## config.mk

```make
export PLATFORM = sky130hd
export DESIGN_NAME = mux4_rr_arb_flat
export DESIGN_NICKNAME = d
export VERILOG_FILES = /design/src/rtl/mux4_rr_arb_pkg.sv /design/src/rtl/mux4_rr_arb_if.sv /design/src/rtl/mux4_rr_arb_rr_pick4.sv /design/src/rtl/mux4_rr_arb.sv /design/src/flat_wrapper.sv
export SDC_FILE = /design/constraint.sdc
export NUM_CORES = 1
export LEC_CHECK = 0
export ABC_AREA = 1
export BUFFER_PORTS_ARGS = -buffer_cell sky130_fd_sc_hd__buf_2
export CAP_MARGIN = 20
export CORE_MARGIN = 2
export CORE_UTILIZATION = 55
export DETAILED_ROUTE_END_ITERATION = 6
export PLACE_DENSITY = 0.91
export SLEW_MARGIN = 10
export SYNTH_ARGS = -nofsm -noshare
export SYNTH_HDL_FRONTEND = slang
export SYNTH_SLANG_ARGS = --single-unit
```

## constraint.sdc

```tcl
create_clock -name clk -period 3.5 [get_ports clk]
set_clock_uncertainty 0.05 [all_clocks]
set_input_delay 0.35 -clock clk [delete_from_list [all_inputs] [get_ports clk]]
set_output_delay 0.35 -clock clk [all_outputs]
set_load 0.01 [all_outputs]
```

## src/rtl/mux4_rr_arb_pkg.sv

```systemverilog
// mux4_rr_arb shared package: sizes, FSM state type, helpers.
// Optional hold limit is enabled by the MUX4_ARB_HOLD_LIMIT_EN macro.
package mux4_arb_pkg;

   localparam int NREQ  = 4;
   localparam int SEL_W = 2;

   typedef enum logic {
      IDLE,
      GRANT
   } arb_state_t;

   function automatic logic [NREQ-1:0] onehot4(
      input logic [SEL_W-1:0] idx
   );
      logic [NREQ-1:0] v;
      v      = '0;
      v[idx] = 1'b1;
      return v;
   endfunction

endpackage

```

## src/rtl/mux4_rr_arb_if.sv

```systemverilog
// Requester/consumer bundle for the shared 4:1 mux arbiter.
// master = requester/consumer side, slave = arbiter side.
interface mux4_rr_arb_if;
   import mux4_arb_pkg::*;

   logic [NREQ-1:0]  req;
   logic [NREQ-1:0]  ip;
   logic [NREQ-1:0]  gnt;
   logic [SEL_W-1:0] sIp;
   logic             op;
   logic             vld;

   modport master (
      output req,
      output ip,
      input  gnt,
      input  sIp,
      input  op,
      input  vld
   );

   modport slave (
      input  req,
      input  ip,
      output gnt,
      output sIp,
      output op,
      output vld
   );

endinterface

```

## src/rtl/mux4_rr_arb_rr_pick4.sv

```systemverilog
// Combinational round-robin picker: first set req bit from ptr upward.
// The excluded index masks a releasing owner out of the search.
module rr_pick4
   import mux4_arb_pkg::*;
(
   input  logic [NREQ-1:0]  req_i,
   input  logic [SEL_W-1:0] ptr_i,
   input  logic             excl_en_i,
   input  logic [SEL_W-1:0] excl_idx_i,
   output logic             any_o,
   output logic [SEL_W-1:0] win_o
);

   logic [NREQ-1:0]  masked;
   logic [SEL_W-1:0] idx;
   logic             found;

   // Search ptr, ptr+1, ptr+2, ptr+3 (mod 4); the 2-bit add wraps for free
   always_comb begin
      masked = req_i;
      if (excl_en_i) begin
         masked[excl_idx_i] = 1'b0;
      end
      any_o = |masked;
      win_o = '0;
      found = 1'b0;
      idx   = '0;
      for (int k = 0; k < NREQ; k++) begin
         idx = ptr_i + SEL_W'(k);
         if (!found && masked[idx]) begin
            win_o = idx;
            found = 1'b1;
         end
      end
   end

endmodule

```

## src/rtl/mux4_rr_arb.sv

```systemverilog
// Round-robin arbiter and select sequencer for a shared 4:1 bit mux.
// Define MUX4_ARB_HOLD_LIMIT_EN to cap ownership at HOLD_MAX cycles.
module mux4_rr_arb
   import mux4_arb_pkg::*;
#(
   parameter int HOLD_MAX = 4
) (
   input  logic         clk,
   input  logic         rst,
   mux4_rr_arb_if.slave bus
);

   if (HOLD_MAX < 1 || HOLD_MAX > 15) begin : g_bad_hold
      $error("HOLD_MAX must be in 1..15");
   end

   arb_state_t       state_q, state_d;
   logic [SEL_W-1:0] ptr_q, ptr_d;
   logic [NREQ-1:0]  gnt_q, gnt_d;
   logic [SEL_W-1:0] sel_q, sel_d;
   logic             vld_q, vld_d;

   logic             pick_any;
   logic [SEL_W-1:0] pick_win;
   logic             pick_excl;
   logic             hold_hit;
   logic             rearb;

`ifdef MUX4_ARB_HOLD_LIMIT_EN
   localparam logic [3:0] HOLD_LIM = 4'(HOLD_MAX - 1);

   logic [3:0] hold_q, hold_d;

   assign hold_hit = (hold_q == HOLD_LIM);
`else
   assign hold_hit = 1'b0;
`endif

   // A releasing owner is masked so it cannot win its own handover
   assign pick_excl = (state_q == GRANT) && !bus.req[sel_q];

   rr_pick4 u_pick (
      .req_i      (bus.req),
      .ptr_i      (ptr_q),
      .excl_en_i  (pick_excl),
      .excl_idx_i (sel_q),
      .any_o      (pick_any),
      .win_o      (pick_win)
   );

   // Next-state: decide whether to (re)arbitrate, then load the winner
   always_comb begin
      state_d = state_q;
      ptr_d   = ptr_q;
      gnt_d   = gnt_q;
      sel_d   = sel_q;
      vld_d   = vld_q;
      rearb   = 1'b0;
`ifdef MUX4_ARB_HOLD_LIMIT_EN
      hold_d  = hold_q;
`endif
      unique case (state_q)
         IDLE: begin
            rearb = 1'b1;
         end
         GRANT: begin
            if (!bus.req[sel_q] || hold_hit) begin
               rearb = 1'b1;
            end else begin
`ifdef MUX4_ARB_HOLD_LIMIT_EN
               if (hold_q != HOLD_LIM) begin
                  hold_d = hold_q + 4'd1;
               end
`endif
            end
         end
         default: begin
            rearb = 1'b1;
         end
      endcase

      if (rearb) begin
         if (pick_any) begin
            state_d = GRANT;
            gnt_d   = onehot4(pick_win);
            sel_d   = pick_win;
            vld_d   = 1'b1;
            ptr_d   = pick_win + 2'd1;
`ifdef MUX4_ARB_HOLD_LIMIT_EN
            hold_d  = '0;
`endif
         end else begin
            state_d = IDLE;
            gnt_d   = '0;
            sel_d   = '0;
            vld_d   = 1'b0;
`ifdef MUX4_ARB_HOLD_LIMIT_EN
            hold_d  = '0;
`endif
         end
      end
   end

   // State and registered outputs, cleared asynchronously
   always_ff @(posedge clk or posedge rst) begin
      if (rst) begin
         state_q <= IDLE;
         ptr_q   <= '0;
         gnt_q   <= '0;
         sel_q   <= '0;
         vld_q   <= 1'b0;
      end else begin
         state_q <= state_d;
         ptr_q   <= ptr_d;
         gnt_q   <= gnt_d;
         sel_q   <= sel_d;
         vld_q   <= vld_d;
      end
   end

`ifdef MUX4_ARB_HOLD_LIMIT_EN
   // Hold counter for the current ownership period
   always_ff @(posedge clk or posedge rst) begin
      if (rst) begin
         hold_q <= '0;
      end else begin
         hold_q <= hold_d;
      end
   end
`endif

   assign bus.gnt = gnt_q;
   assign bus.sIp = sel_q;
   assign bus.vld = vld_q;
   assign bus.op  = bus.ip[sel_q] & vld_q;

endmodule
```

## src/flat_wrapper.sv

```systemverilog
// flat-port wrapper written by rule: the top's interface ports become plain ports
module mux4_rr_arb_flat import mux4_arb_pkg::*;
#(
   parameter int HOLD_MAX = 4
)
  (clk, rst, bus_req, bus_ip, bus_gnt, bus_sIp, bus_op, bus_vld);
  mux4_rr_arb_if bus_i ();
  input  logic clk;
  input  logic rst;
  input wire logic [$bits(bus_i.req)-1:0] bus_req;
  input wire logic [$bits(bus_i.ip)-1:0] bus_ip;
  output wire logic [$bits(bus_i.gnt)-1:0] bus_gnt;
  output wire logic [$bits(bus_i.sIp)-1:0] bus_sIp;
  output wire logic [$bits(bus_i.op)-1:0] bus_op;
  output wire logic [$bits(bus_i.vld)-1:0] bus_vld;
  assign bus_i.req = bus_req;
  assign bus_i.ip = bus_ip;
  assign bus_gnt = bus_i.gnt;
  assign bus_sIp = bus_i.sIp;
  assign bus_op = bus_i.op;
  assign bus_vld = bus_i.vld;
  mux4_rr_arb #(.HOLD_MAX(HOLD_MAX)) u_core (.clk(clk), .rst(rst), .bus(bus_i));
endmodule
```

After elaboration in Yosys (flattened, before gate mapping) --
Index checks and enable logic that the tools add are counted.
Cells by class: add/sub/neg operators 4, multipliers 0, divide/modulo/power cells 0, $lt $le $gt $ge 8, equality and inequality tests 0, shifts and indexed selects 0, multiplexer cells 29, bitwise gates (word level) 4, reduce and logical (&&, ||, !) cells 12
Operators by type and width (number):
- less-than comparator 2 x 3 -> 1 bit, second input constant | 6
- 2-to-1 mux 1 bit | 13
- binary-select mux 1 bit (select 2 bit) | 6
- 2-to-1 mux 2 bit | 5
- 2-to-1 mux 4 bit | 2
- logical AND 1 bit | 6
- adder 2 x 1 -> 2 bit, second input constant | 2
- adder 2 bit, second input constant | 2
- bitwise AND 4 bit | 1
- demux 1 bit (select 2 bit) | 2
- greater-or-equal comparator 2 x 1 -> 1 bit, second input constant | 2
- zero test 1 bit | 4
- NOT 4 bit | 1
- OR reduction 4 bit | 1
- case mux 1 bit (2 select lines) | 1
- AND reduction 2 bit | 1
- bitwise AND 1 bit | 1
- NOT 1 bit | 1
Word-level totals: bits in registers 9, bits in latches 0, memory bits (writable) 0, ROM bits 0, input bits 10, output and inout bits 8, logic and storage cells 61, memories kept 0

Depth between registers and ports, before layout --
depth after elaboration 24, depth in mapped cells 13, depth with buffers taken out 12

By module --
A second synthesis with hierarchy kept.
Unflattened totals: cells, all modules 124, area, all modules 833.3 um^2
By module, submodules not included:
- mux4_rr_arb | instances 1, cells an instance 63, area an instance 515.5 um^2, sequential area each 225.2 um^2
- rr_pick4 | instances 1, cells an instance 61, area an instance 317.8 um^2, sequential area each 0.0 um^2

Worst setup path after synthesis --
Ideal clock, no wire load.
path kind register to register, start reg u_core.ptr_q[0], end reg u_core.ptr_q[1], setup time 0.125 ns, data arrival time 1.262 ns, required time 3.325 ns, setup slack 2.063 ns, cell stages (with the launch flop) 12, path buffers 1, clock period less this slack 1.437 ns, path through dfrtp_1 > buf_4 > nand2_1 > nand2_2 > nand2_1 > nand2_1 > nor2_2 > nand2_1 > nand2_1 > nand2_2 > nand3_1 > nand3_1
Between the ends: cells in the longest elaborated chain, start to end 13, elaborated cells on any way between the ends 25, classes of those cells add/sub: 4; mux: 15; reduce/logical: 6
RTL lines:
- from (decl) | RTL line mux4_rr_arb.sv:18 | logic [SEL_W-1:0] ptr_q, ptr_d;
- from (signal assigned) | RTL line mux4_rr_arb.sv:114 | ptr_q <= ptr_d;
- branches (longest 11 deep; another with adder 2 x 1 -> 2 bit)
- 2-to-1 mux 2 bit (*) | RTL line mux4_rr_arb_rr_pick4.sv:30 | if (!found && masked[idx]) begin
- adder 2 x 1 -> 2 bit (*) | RTL line mux4_rr_arb.sv:88 | ptr_d = pick_win + 2'd1;
Every way passes the cells marked *. The select of a mux whose other input is x is not followed. A chain may end at the register's enable or synchronous reset.

Final worst setup path --
Same ends and word-level chain as after synthesis.

==> summary.md <==
The logs give 0.0005107 uW for the leakage power and 0.26 ns for the insertion delay of the later-clocked pin in the worst-skew pair. The tools report the number of clock buffers inserted by TritonCTS as 3. The kind of cell with the highest combined delay along the critical path is simple AND/OR/NAND/NOR gates. Sequential cells were found to cover 30.72% of the synthesized design area. The tools report the element type at the critical path start as a flip-flop. Once the clock tree was built, the resizer swapped 0 gates to a different size. The number of synthesis warnings came out at 0. Setup repair after global routing left no endpoint under its margin. The maximum level of the CTS H-tree was 1.

The critical path goes through inv_2 -> nand2_1 -> nand2_1 -> nand2_1 -> nand2_1 -> nor2_2 -> nand2_1 -> nand2_1 -> nand2_2 -> nand3_1 -> nand3_1. The run gives 18 as the post-synthesis cell type count. The total area inside the core boundary comes to 1269 um^2.

The number of synthesized register bits came out at 9. The largest area contributor in the netlist is dfrtp_1. The count of max-cap constraint violations was 0; the maximum fanout along the worst path was 12. The violation count after the first detailed-route iteration is 17, and the buffer and inverter count on the worst path is 1.

Most frequent cell on the critical path: nand2_1. Summed over all failing endpoints, the final setup total negative slack is 0 ns. The tools report the number of antenna violations at the first check in global routing as 0.

The highest signal layer in the routed design was met4. By area the synthesized netlist is led by dfrtp_1 (31%), nand2_1 (29%), nand3_1 (7.5%), nand2_2 (6.0%), inv_1 (5.1%). The initial utilization of the core area, before any placement, comes to 57.79%. Total routing usage reported by global routing: 29.28%.

In the synthesized netlist the dominant register cell turns out to be dfrtp_1. TritonCTS built the clock tree. Power spread over the standard cell area amounts to 1033 nW/um^2. The number of buffers inserted by port buffering works out to 17. The mean post-synth cell area is 6.060 um^2. The number of enable-type register cells in the synthesized netlist was 0. The routed via count divided by cell count was 5.426; the final antenna-violating net count was 0. At the worst endpoint, the required time is 3.59 ns. Summed over all nets, wire length on met2 after detailed routing comes to 1013 um.

VDD sags by at most 0.5412 mV. For this design, the slowest cell found on the critical path is dfrtp_1. After legalization and detailed placement, the total HPWL measured 1518 um. The final critical delay including setup and external delays works out to 1.837 ns. The critical path in this run is classified as reg2reg. Counting every net in the synthesized netlist gives 131. CTS placed an instance of clkbuf_4 at the clock tree root. The final non-filler cell total is 155, and the area share of the leading cell type in the synthesized netlist is 30.72%.

The die covers 1641 um^2. The async set-reset flop share out of synthesis was 100.0%; the number of top-level design ports was 18. The proportion of layout cells with a drive suffix above 1 came out at 24.29%. At the worst endpoint, the arrival time is 1.93 ns. X dimension of the die: 40.51 um. The flow ran to the end, and the final reports show no timing, DRC or antenna violations. The floorplan has 13 rows.

The first-pass GRT wire length was 3132 um; the DRC violation count after routing was 0. The final hold violation count is 0. The final max-slew violation count is 0, and the post-route met1 wirelength is 760 um. The detailed-route wire length per cell works out to 12.16 um. The via count of the first global-routing pass was 776; the maximum achievable frequency was 544.4 MHz. The tools report the total global routing overflow as 0. In this run the post-CTS setup repair buffer count came out at 0.

Summed over all nets, wire length on met3 after detailed routing comes to 68 um. Compared with the post-synthesis result, the final layout area differs by 15.53%. Detailed-router iteration count before antenna repair: 5. The largest stage delay on the critical path was 0.59 ns; the antenna cell count was 0.

The relative slew slack is 72.68%, and the clock edge transition at the registers on the reported setup and hold paths is 0.06 ns. No sink is reached through more buffers than the 2 on the longest clock path. The number of fill cells in the layout was 117. The run gives 733.2 um^2 as the synthesized area. After technology mapping, the gate count stands at 121.

Dividing the final minimum period by the clock period gives 52.48%. Including well taps, the total number of placed cells is 150. In the final design database the tool counted 151 nets. Actual transition at the worst max-transition pin: 0.4098 ns. Measured on the finished design, the core utilization comes to 66.77%. For the total number of clock tree sinks, the log shows 9. The final setup violation count is 0, and the final weighted congestion of routability-driven global placement is 0.8009. The run gives 841 as the number of vias in the routed layout.

The worst hold path class was in2reg. Total power for the finished layout comes to 874.6 uW. The wire length after detailed routing came out at 1885 um. Entering global routing, the biggest net connects 13 pins.

STA classifies the critical path endpoint as a flip-flop. In this run the vertical extent of the chip is 40.51 um.
-- power by group --
part / total (uW) / switching (uW) / internal [uW]
sequential: 219 / 69.6 / 150
clock: 79.8 / 35.8 / 43.9
combinational: 576 / 382 / 193
total: 875 / 488 / 387
-- Yosys cell counts, types with 2 or more instances --
cell type / number
nand2_1: 57
nand3_1: 11
inv_1: 10
dfrtp_1: 9
nand2_2: 7
nor2_1: 6
inv_2: 3
o21ai_0: 3
a22oi_1: 2
buf_4: 2
nand4_1: 2
nor2_2: 2
o21ai_1: 2
-- metal layers --
layer  track usage (%)  up-vias
li1                  -      418
met1             30.56      392
met2             57.14       25
met3             1.667        6
met4             15.00        0
met5                 0        -
-- cell families (layout without fill, tap and decap cells) --
logic type | Yosys count | after routing | synth area share [%]
flops | 9 | 9 | 30.72
buf+inv | 16 | 35 | 10.24
compound gates | 9 | 9 | 6.995
simple gates | 87 | 87 | 52.05
-- through the flow --
stage	area [um^2]	setup WS (ns)	hold slack, ns
after CTS	847.1	1.690	0.3835
after floorplan	733.2	2.063	0.1279
after global placement	810.8	1.795	0.2613
final	847.1	1.663	0.4000
after detailed placement	810.8	1.696	0.2784
after global routing	847.1	1.473	0.4235
-- worst min-delay path, cell delays in order --
cell	delay (ns)
buf_2	0.10
inv_1	0.07
nand4_1	0.14
-- worst paths after layout --
kind / startpoint / endpoint / slack, ns / cells past startpoint
setup / recovery: u_core.ptr_q[0] / u_core.ptr_q[1] / 1.66 / 11
hold / removal: bus_req[2] / u_core.bus.vld / 0.40 / 3
setup reg to reg: u_core.ptr_q[0] / u_core.ptr_q[1] / 1.66 / 11
hold reg to reg: u_core.bus.gnt[3] / u_core.bus.gnt[3] / 0.44 / 2
max in group asynchronous: rst / u_core.bus.vld / 2.61 / 3
min in group asynchronous: rst / u_core.bus.gnt[1] / 0.55 / 3
-- flip-flops by register name, indices dropped and copies added, names as in the netlist --
name	cells
u_core.ptr_q	2
u_core.bus.sIp	2
u_core.bus.vld	1
u_core.bus.gnt	4
-- layout by cell type (no fill, tap or decap) --
master,count
nand2_1,57
buf_2,17
nand3_1,11
inv_1,10
dfrtp_1,9
nand2_2,7
nor2_1,6
o21ai_0,3
inv_2,3
clkbuf_4,3
nand4_1,2
a22oi_1,2
nor2_2,2
o21ai_1,2
a21oi_1,1
nand3_2,1
nor2_4,1
a31oi_1,1
clkbuf_1,1
dlygate4sd3_1,1
-- cell type report --
type                    count  area, um^2  share of cell area [%]
inverters                  13       48.80                   5.761
multi-input cells          96       432.9                   51.11
clock buffers               4       26.28                   3.102
flip-flops and latches      9       225.2                   26.59
repair buffers             18       95.09                   11.23
well taps                  15       18.77                   2.216
-- what timing repair did --
| item | in CTS | in global routing |
|---|---|---|
| hold endpoints to repair | 9 | 0 |
| hold buffers | 1 | 0 |
| setup endpoints to repair | 0 | 0 |
No activity file was read; power rests on OpenSTA's default activity.
